`src/rtl/nfc_pkg.sv`:
```
// Shared types and defaults for the NAND buffer transfer sequencer.
package nfc_pkg;

  typedef enum logic [2:0] {
    IDLE,
    FETCH,
    LATCH,
    WE_LOW,
    WE_HIGH,
    RE_LOW,
    RE_HIGH,
    DONE
  } xfer_state_t;

  localparam logic DIR_PROG = 1'b0;
  localparam logic DIR_READ = 1'b1;

  localparam int unsigned DEF_ADDR_W = 11;
  localparam int unsigned DEF_T_WP   = 2;
  localparam int unsigned DEF_T_WH   = 2;
  localparam int unsigned DEF_T_RP   = 2;
  localparam int unsigned DEF_T_REH  = 2;
  localparam int unsigned TIMER_W    = 8;

endpackage

```
`src/rtl/nfc_strobe_timer.sv`:
```
// Loadable down counter that times every strobe phase; saturates at zero.
module nfc_strobe_timer #(
  parameter int unsigned W = 8
) (
  input  logic         clk,
  input  logic         rst_n,
  input  logic         load,
  input  logic [W-1:0] load_value,
  output logic [W-1:0] value,
  output logic         zero
);

  always_ff @(posedge clk or negedge rst_n) begin
    if (!rst_n) begin
      value <= '0;
    end else if (load) begin
      value <= load_value;
    end else if (value != '0) begin
      value <= value - W'(1);
    end
  end

  assign zero = (value == '0);

endmodule

```
`src/rtl/nfc_buffer_xfer.sv`:
```
// Moves bytes between the page-buffer RAM port and the NAND I/O bus,
// generating WE_n strobes for program and RE_n strobes for read.
module nfc_buffer_xfer
  import nfc_pkg::*;
#(
  parameter int unsigned ADDR_W = DEF_ADDR_W,
  parameter int unsigned T_WP   = DEF_T_WP,
  parameter int unsigned T_WH   = DEF_T_WH,
  parameter int unsigned T_RP   = DEF_T_RP,
  parameter int unsigned T_REH  = DEF_T_REH
) (
  input  logic              clk,
  input  logic              rst_n,
  input  logic              start,
  input  logic              dir,
  input  logic [ADDR_W:0]   byte_count,
  output logic              busy,
  output logic              done,
  output logic [ADDR_W-1:0] buf_addr,
  output logic              buf_rd_en,
  input  logic [7:0]        buf_rd_data,
  output logic              buf_wr_en,
  output logic [7:0]        buf_wr_data,
  output logic [7:0]        io_out,
  output logic              io_oe,
  input  logic [7:0]        io_in,
  output logic              we_n,
  output logic              re_n
);

  localparam logic [ADDR_W:0] IDX_ONE = {{ADDR_W{1'b0}}, 1'b1};

  xfer_state_t         state, next_state;
  logic [ADDR_W:0]     count_q, index, index_d;
  logic                last_byte;
  logic                tmr_load, tmr_zero;
  logic [TIMER_W-1:0]  tmr_load_value, tmr_value;
  logic                unused_tmr;
  logic                we_n_d, re_n_d, io_oe_d, buf_rd_en_d, buf_wr_en_d, busy_d, done_d;
  logic [ADDR_W-1:0]   buf_addr_d;

  nfc_strobe_timer #(.W(TIMER_W)) u_timer (
    .clk        (clk),
    .rst_n      (rst_n),
    .load       (tmr_load),
    .load_value (tmr_load_value),
    .value      (tmr_value),
    .zero       (tmr_zero)
  );

  assign unused_tmr = ^tmr_value;
  assign last_byte  = (index == count_q - IDX_ONE);

  always_ff @(posedge clk or negedge rst_n) begin
    if (!rst_n) begin
      state       <= IDLE;
      index       <= '0;
      count_q     <= '0;
      we_n        <= 1'b1;
      re_n        <= 1'b1;
      io_oe       <= 1'b0;
      io_out      <= '0;
      buf_rd_en   <= 1'b0;
      buf_wr_en   <= 1'b0;
      buf_wr_data <= '0;
      buf_addr    <= '0;
      busy        <= 1'b0;
      done        <= 1'b0;
    end else begin
      state     <= next_state;
      index     <= index_d;
      we_n      <= we_n_d;
      re_n      <= re_n_d;
      io_oe     <= io_oe_d;
      buf_rd_en <= buf_rd_en_d;
      buf_wr_en <= buf_wr_en_d;
      buf_addr  <= buf_addr_d;
      busy      <= busy_d;
      done      <= done_d;
      if (state == IDLE && start) count_q <= byte_count;
      if (state == LATCH) io_out <= buf_rd_data;
      if (buf_wr_en_d) buf_wr_data <= io_in;
    end
  end

  // Direction is implied by the path taken out of IDLE, so it needs no register.
  always_comb begin
    next_state     = state;
    index_d        = index;
    tmr_load       = 1'b0;
    tmr_load_value = '0;
    case (state)
      IDLE: begin
        if (start) begin
          index_d = '0;
          if (byte_count == '0) begin
            next_state = DONE;
          end else if (dir == DIR_READ) begin
            next_state     = RE_LOW;
            tmr_load       = 1'b1;
            tmr_load_value = TIMER_W'(T_RP - 1);
          end else begin
            next_state = FETCH;
          end
        end
      end
      FETCH: next_state = LATCH;
      LATCH: begin
        next_state     = WE_LOW;
        tmr_load       = 1'b1;
        tmr_load_value = TIMER_W'(T_WP - 1);
      end
      WE_LOW: begin
        if (tmr_zero) begin
          next_state     = WE_HIGH;
          tmr_load       = 1'b1;
          tmr_load_value = TIMER_W'(T_WH - 1);
        end
      end
      WE_HIGH: begin
        if (tmr_zero) begin
          if (last_byte) begin
            next_state = DONE;
          end else begin
            index_d    = index + IDX_ONE;
            next_state = FETCH;
          end
        end
      end
      RE_LOW: begin
        if (tmr_zero) begin
          next_state     = RE_HIGH;
          tmr_load       = 1'b1;
          tmr_load_value = TIMER_W'(T_REH - 1);
        end
      end
      RE_HIGH: begin
        if (tmr_zero) begin
          if (last_byte) begin
            next_state = DONE;
          end else begin
            index_d        = index + IDX_ONE;
            next_state     = RE_LOW;
            tmr_load       = 1'b1;
            tmr_load_value = TIMER_W'(T_RP - 1);
          end
        end
      end
      DONE:    next_state = IDLE;
      default: next_state = IDLE;
    endcase
  end

  // Outputs are decoded from the next state and registered, so each one is a
  // glitch-free flop that tracks the current state exactly.
  always_comb begin
    we_n_d      = (next_state != WE_LOW);
    re_n_d      = (next_state != RE_LOW);
    io_oe_d     = (next_state inside {LATCH, WE_LOW, WE_HIGH}) ||
                  (next_state == FETCH && state == WE_HIGH);
    buf_rd_en_d = (next_state == FETCH);
    buf_wr_en_d = (next_state == RE_HIGH) && (state == RE_LOW);
    busy_d      = (next_state != IDLE);
    done_d      = (next_state == DONE);
    buf_addr_d  = (buf_rd_en_d || buf_wr_en_d) ? index_d[ADDR_W-1:0] : buf_addr;
  end

endmodule

```
`config.mk`:
```
export PLATFORM = sky130hd
export DESIGN_NAME = nfc_buffer_xfer
export DESIGN_NICKNAME = d
export VERILOG_FILES = /design/src/rtl/nfc_pkg.sv /design/src/rtl/nfc_strobe_timer.sv /design/src/rtl/nfc_buffer_xfer.sv
export SDC_FILE = /design/constraint.sdc
export NUM_CORES = 1
export LEC_CHECK = 0
export ABC_AREA = 1
export CAP_MARGIN = 25
export CORE_MARGIN = 4
export CORE_UTILIZATION = 35
export CTS_BUF_LIST = sky130_fd_sc_hd__clkbuf_4 sky130_fd_sc_hd__clkbuf_8
export DETAILED_ROUTE_END_ITERATION = 6
export PLACE_DENSITY = 0.58
export SYNTH_ARGS = -nofsm -noshare
export SYNTH_HDL_FRONTEND = slang
export SYNTH_SLANG_ARGS = --single-unit
```
`constraint.sdc`:
```
create_clock -name clk -period 2.6 [get_ports clk]
set_input_delay 0.78 -clock clk [delete_from_list [all_inputs] [get_ports clk]]
set_output_delay 0.78 -clock clk [all_outputs]
set_load 0.005 [all_outputs]
```
==> impl_metrics.toml, run 1 <==
[clock_tree]
cts_tree = "yes"
htree_levels = 3
clkTransAtPathRegs_ns = 0.08
cts.sinks = 69
root_buffer = "clkbuf_8"
clock_latency_ns = 0.35
clock_path_buffers = 2
cts_buffers = 9

[synthesis]
synth.area.mux_share_pct = 2.35
synth_fa_ha_area_share_pct = 0.981
synth_top_family_by_area = "simple AND/OR/NAND/NOR gates"
ys_ff_latch = 69
avgSynthCellArea_sq_um = 7.75
yosysUniqueCellTypes = 39
yosys_most_used_dff = "dfrtp_1"
synth_top_area_share_pct = 43.8
synth_edf_count = 0
synth-async-reset-ratio_pct = 100
synth_largest_area_cell = "dfrtp_1"
synth_xor_area_share_pct = 2.52
ys_seq_area_share_pct = 45.2
synthTopCellsByArea = "dfrtp_1, nand2_1, nand3_1"
synth_compound_area_share_pct = 6.31
ys_warn_count = 0
syn_inst = 494
netlist_top_cells_count = "nand2_1, dfrtp_1, inv_1"
synthesis.nets = 529
mappedNetlistArea_sq_um = 3830
synth-simple-area-share_pct = 35.3
synth.most_common_cell = "nand2_1"

[cells_and_area]
final_core_util_pct = 48.7
antenna_cells = 0
multi_input_area_sq_um = 1840
final_layout_size_suffix_gt1_share_pct = 16.3
final_nets = 625
regArea_sq_um = 1730
area_growth_pct = 33.6
nFillCells = 1001

[worst_setup_path]
r2r_setup_slack_ns = 0.24
path_cells = "inv_1 -> ha_2 -> nand2_1 -> nor2_2 -> nand3_1 -> nand3_1 -> nand2_1 -> nor2_1 -> nand3_2 -> nand2_4 -> nand2_2 -> nand2_2 -> nand2_2 -> nand3_4 -> o21bai_4 -> buf_12 -> nand2_2 -> nand2_1"
cpLargestDelayFamily = "simple AND/OR/NAND/NOR gates"
cp.arrival_ns = 2.59
rr_worst_depth = 18
critPathSlowestCell = "dfrtp_1"
cp-start-kind = "register"
crit_fanout = 9
crit_top_cell = "nand2_2"
cp.depth = 18
endpoint_kind = "register"
crit_start = "count_q[0]"
crit_buf_inv = 2
cp_slowest_stage_delay_ns = 0.38
r2r-end = "buf_addr[6]"
cp.required_ns = 2.83
endpoint = "buf_addr[6]"
critPathKind = "register to register"
r2r-start = "count_q[0]"

[global_routing]
grt_pass1_vias = 3462
grt_overflow = 0
track_usage_pct = 15.6
grt_antenna_before_repair = 0
grt_pass1_wl_um = 16100
grt_start_max_net_pins = 70

[power]
p_int_mw = 1.89
cellPowerDensity_nw_per_um2 = 463
power.switching_uw = 474
p_seq_share_pct = 46.1
p_leak_nw = 2.49
combPwrFrac_pct = 5.1
clkPwrFrac_pct = 48.8
fin_total_pwr_mw = 2.37
p_sw_share_pct = 20.0
ir_drop_uv = 285

[outcome]
outcome = "complete, no violations"

[detailed_routing]
routed_wl_um = 9220
ant_nets = 0
drt-vias-per-instance = 4.64
dr.pass1.iters = 4
wl_per_cell_um = 12.6
via_count = 3390
drcViolationCount = 0
first_iter_violations = 115

[sta]
min_period_ns = 2.36
fin_crit_sh_pct = 90.8
finalSetupViolCount = 0
clock_skew_ns = 0.0110
max_freq_mhz = 424
tightestPinTransition_ns = 0.490
hold_viol_final = 0
slew_headroom_pct = 67.1
slew_viol_final = 0

[die]
die_x_um = 113
io-pin-count = 66
die_area_sq_um = 12700
fp.coreArea_sq_um = 10500
fp-row-count = 37
die_h_um = 113
start_util_pct = 36.4

[place]
port_buffers = 65
hpwl_um = 6990
place.gp.congestion = 0.895

[job]
timing.max_cap.violations = 0

[worst_hold_path]
min_path_type = "input port to async pin"
==> layer usage <==
metal  wire length [um]  vias up  track usage [%]
met3                248       14             3.56
met2               4490       45             26.1
met5                  0        -                0
li1                   -     1755                -
met4                151        0             5.13
met1               4330     1576             19.8
==> timing repair <==
action | CTS | global route
setup buffers | 0 | 6
gates resized for setup | 0 | 4
hold buffers | 0 | 0
endpoints found under the setup margin | 0 | 18
==> flip-flops by register name, indices dropped and copies added (netlist names) <==
register	count
state	3
buf_wr_en	1
count_q	12
re_n	1
busy	1
done	1
we_n	1
buf_addr	11
u_timer.value	8
buf_rd_en	1
io_out	8
index	12
io_oe	1
buf_wr_data	8
==> kinds of logic (layout without fill, tap and decap cells) <==
group	after synthesis	count (layout)
XOR/XNOR	11	11
adder cells (fa/ha/maj)	3	3
AO/OA/AOI/OAI	36	36
multiplexers	8	8
buffers and inverters	70	170
AND/OR/NAND/NOR	297	297
flip-flops	69	69
==> worst register-to-register path, cell delays in order (launching register included) <==
cell and delay, ns:
dfrtp_1 0.38, inv_1 0.11, ha_2 0.24, nand2_1 0.12, nor2_2 0.12, nand3_1 0.08, nand3_1 0.11, nand2_1 0.06
nor2_1 0.15, nand3_2 0.11, nand2_4 0.11, nand2_2 0.08, nand2_2 0.07, nand2_2 0.06, nand3_4 0.08, o21bai_4 0.09
buf_12 0.15, nand2_2 0.05, nand2_1 0.05
==> cell usage in the layout (no fill, tap or decap), types with 2 or more instances in the layout <==
master           instances
mux2_2                   8
inv_1                   57
nand3_4                  3
nor2_2                   8
xnor2_1                  2
nand3_1                 51
o21ai_0                 19
inv_2                    6
ha_1                     2
dfstp_2                  2
nand2_2                 18
nand2_4                  2
nand4_1                  3
nor2_1                  43
buf_12                   3
a211oi_1                 4
nand3b_1                 2
a21oi_1                  4
clkbuf_8                 9
xor2_1                   9
and2_1                   2
buf_4                   22
o21ai_1                  2
clkdlybuf4s50_1         64
bufinv_16                4
nor3_1                   8
dfrtp_1                 67
nand2_1                153
==> per-stage QoR <==
step	area, sq um	std cells	TNS (ns)	hold slack [ns]	setup WS [ns]
after floorplan	3830	494	0	0.469	0.495
after global placement	4760	709	-2.74	0.463	-0.166
after detailed placement	4760	709	-3.51	0.468	-0.239
after CTS	5020	724	0	0.453	0.131
after global routing	5110	730	-0.00411	0.461	-0.00411
final	5110	730	0	0.418	0.240
==> worst min path at each step <==
stage          depth (start not counted)        endpoint  slack, ns      startpoint
2_1_floorplan                          2     count_q[11]       0.47     count_q[11]
3_3_place_gp                           2  buf_wr_data[3]       0.46  buf_wr_data[3]
3_5_place_dp                           2  buf_wr_data[6]       0.47  buf_wr_data[6]
4_1_cts                                2     buf_addr[1]       0.45           rst_n
5_1_grt                                2  buf_wr_data[0]       0.46           rst_n
6_report                               2  buf_wr_data[3]       0.42           rst_n
==> final cells by class <==
class                   instances  share of cell area [%]
multi-input cells             355                    35.9
flip-flops and latches         69                    33.8
repair buffers                 90                    17.0
inverters                      65                    4.82
well taps                     136                    3.33
clock inverters                 6                    2.67
clock buffers                   9                    2.42
==> power groups by stage <==
stage | clock network [mW] | logic [mW] | registers [mW]
after floorplan | 0 | 0.0132 | 1.11
after global placement | 0 | 0.123 | 1.11
after detailed placement | 0 | 0.124 | 1.11
after CTS | 1.19 | 0.125 | 1.09
after global routing | 1.25 | 0.134 | 1.09
final | 1.15 | 0.122 | 1.09
Note: power is estimated with default switching activity, not from simulation.
==> run 2, diff against run 1 <==
--- a/config.mk
+++ b/config.mk
@@ -12,6 +12,7 @@
 export CTS_BUF_LIST = sky130_fd_sc_hd__clkbuf_4 sky130_fd_sc_hd__clkbuf_8
 export DETAILED_ROUTE_END_ITERATION = 6
 export PLACE_DENSITY = 0.58
+export REMOVE_ABC_BUFFERS = 1
 export SYNTH_ARGS = -nofsm -noshare
 export SYNTH_HDL_FRONTEND = slang
 export SYNTH_SLANG_ARGS = --single-unit
==> impl_metrics.toml, run 2 (synthesis gave the netlist of run 1 again) <==
[sta]
max_freq_mhz = 407
hold_viol_final = 0
finalSetupViolCount = 0
slew_viol_final = 0
slew_headroom_pct = 68.9
min_period_ns = 2.46
rsz0062_at_grt = "false"
fin_crit_sh_pct = 94.6
tightestPinTransition_ns = 0.463
clock_skew_ns = 0.0138
hold_slack_ns = 0.456

[power]
fin_total_pwr_mw = 2.21
ir_drop_uv = 243
p_int_mw = 1.72
p_sw_share_pct = 21.9
clkPwrFrac_pct = 44.9
power.switching_uw = 484
cellPowerDensity_nw_per_um2 = 440
p_leak_nw = 2.45
p_seq_share_pct = 49.4
combPwrFrac_pct = 5.7

[clock_tree]
cts_buffers = 9
clkTransAtPathRegs_ns = 0.08
clock_path_buffers = 2
htree_levels = 3
cts_tree = "yes"
clock_latency_ns = 0.35
ctsHoldBuffers = 0
root_buffer = "clkbuf_8"
cts.sinks = 69

[worst_setup_path]
path_cells = "clkdlybuf4s50_1 -> nor4_1 -> nand3_1 -> a221oi_1 -> nand2_1 -> buf_4 -> nor2_1"
crit_buf_inv = 2
cpLargestDelayFamily = "simple AND/OR/NAND/NOR gates"
cp.required_ns = 2.87
endpoint_kind = "register"
crit_fanout = 5
cp_slowest_stage_delay_ns = 0.43
cp-start-kind = "input port"
critPathKind = "input port to register"
cp.arrival_ns = 2.73
critPathSlowestCell = "clkdlybuf4s50_1"

[global_routing]
grt_overflow = 0
grt_start_max_net_pins = 70
grt_pass1_wl_um = 15800
track_usage_pct = 14.9
grt_pass1_vias = 3383
grt_antenna_before_repair = 0

[cells_and_area]
antenna_cells = 0
final_common_cell = "nand2_1"
final_layout_size_suffix_gt1_share_pct = 15.4
layout_common_cells = "nand2_1, dfrtp_1, clkdlybuf4s50_1"
largestRegisters = "count_q x12, index x12, buf_addr x11"
area_growth_pct = 31.2
final_nets = 620
layout.cells.non_filler = 726
final_core_util_pct = 47.8

[place]
port_buffers = 65
hpwl_um = 7020
place.gp.congestion = 0.907
place_inst = 709

[detailed_routing]
ant_nets = 0
first_iter_violations = 229
dr.pass1.iters = 5
via_count = 3427
routed_wl_um = 9160
drcViolationCount = 0
drt-vias-per-instance = 4.72
wl_per_cell_um = 12.6

[die]
die_x_um = 113
start_util_pct = 36.4
fp.coreArea_sq_um = 10500
die_h_um = 113
fp-row-count = 37
die_area_sq_um = 12700
io-pin-count = 66

[job]
timing.max_cap.violations = 0

[worst_hold_path]
min_path_type = "input port to async pin"

[outcome]
outcome = "complete, no violations"
-- run 2: path summary, 6_finish.rpt --
path	from	end	slack [ns]	depth (start not counted)
worst min register to register	buf_wr_data[2]	buf_wr_data[2]	0.48	2
worst min-delay path	rst_n	count_q[2]	0.46	2
min in group clk	buf_wr_data[2]	buf_wr_data[2]	0.48	2
worst max-delay path	byte_count[9]	u_timer.value[7]	0.14	7
worst max register to register	count_q[0]	buf_addr[6]	0.25	18
max in group asynchronous	rst_n	re_n	1.82	2
-- run 2: worst reg2reg max path: cells and delay by family, from the launching register on --
kind / cells / cell delay (ns)
AO/OA/AOI/OAI: 1 / 0.09
adder cells (fa/ha/maj): 1 / 0.24
buffers and inverters: 2 / 0.26
flip-flops: 1 / 0.38
AND/OR/NAND/NOR: 14 / 1.28
-- run 2: layout make-up --
cell class | instances | area, sq um
Fill cell | 1029 | 5490
Multi-Input combinational cell | 355 | 1830
Sequential cell | 69 | 1730
Timing Repair Buffer | 85 | 821
Inverter | 65 | 246
Tap cell | 136 | 170
Clock buffer | 10 | 131
Clock inverter | 6 | 93.8
-- run 2: stage by stage --
stage	worst slack [ns]	cell area, sq um	setup TNS [ns]
2_1_floorplan	0.518	3790	0
3_3_place_gp	-0.127	4760	-1.89
3_5_place_dp	-0.247	4760	-3.94
4_1_cts	0.122	4990	0
5_1_grt	0.00480	5020	0
6_report	0.141	5020	0
-- run 2: per-layer routing --
metal / GRT usage, % / wire length (um) / vias up / part of all wire (%)
met2: 24.1 / 4290 / 84 / 47
met3: 4.80 / 502 / 9 / 5.5
met4: 4.09 / 119 / 0 / 1.3
li1: - / - / 1747 / -
met1: 19.3 / 4250 / 1587 / 46
met5: 0 / 0 / - / 0
-- run 2: timing repair --
action                     CTS  global route
setup endpoints to repair    0            16
buffers inserted             0             1
gates resized for setup      0             2
-- run 2: power groups by stage --
| stage | registers, mW | clock network, mW | logic, mW |
|---|---|---|---|
| final | 1.09 | 0.992 | 0.125 |
| after global routing | 1.09 | 1.08 | 0.138 |
| after CTS | 1.09 | 1.03 | 0.129 |
| after detailed placement | 1.11 | 0 | 0.128 |
| after global placement | 1.11 | 0 | 0.128 |
| after floorplan | 1.11 | 0 | 0.0132 |
==> run 3, diff against run 2 <==
--- a/config.mk
+++ b/config.mk
@@ -10,9 +10,11 @@
 export CORE_MARGIN = 4
 export CORE_UTILIZATION = 35
 export CTS_BUF_LIST = sky130_fd_sc_hd__clkbuf_4 sky130_fd_sc_hd__clkbuf_8
+export CTS_CLUSTER_SIZE = 28
 export DETAILED_ROUTE_END_ITERATION = 6
 export PLACE_DENSITY = 0.58
 export REMOVE_ABC_BUFFERS = 1
+export SLEW_MARGIN = 20
 export SYNTH_ARGS = -nofsm -noshare
 export SYNTH_HDL_FRONTEND = slang
 export SYNTH_SLANG_ARGS = --single-unit
==> results of run 3 <==
Final layout, timing and power as in run 2 (identical DEF).
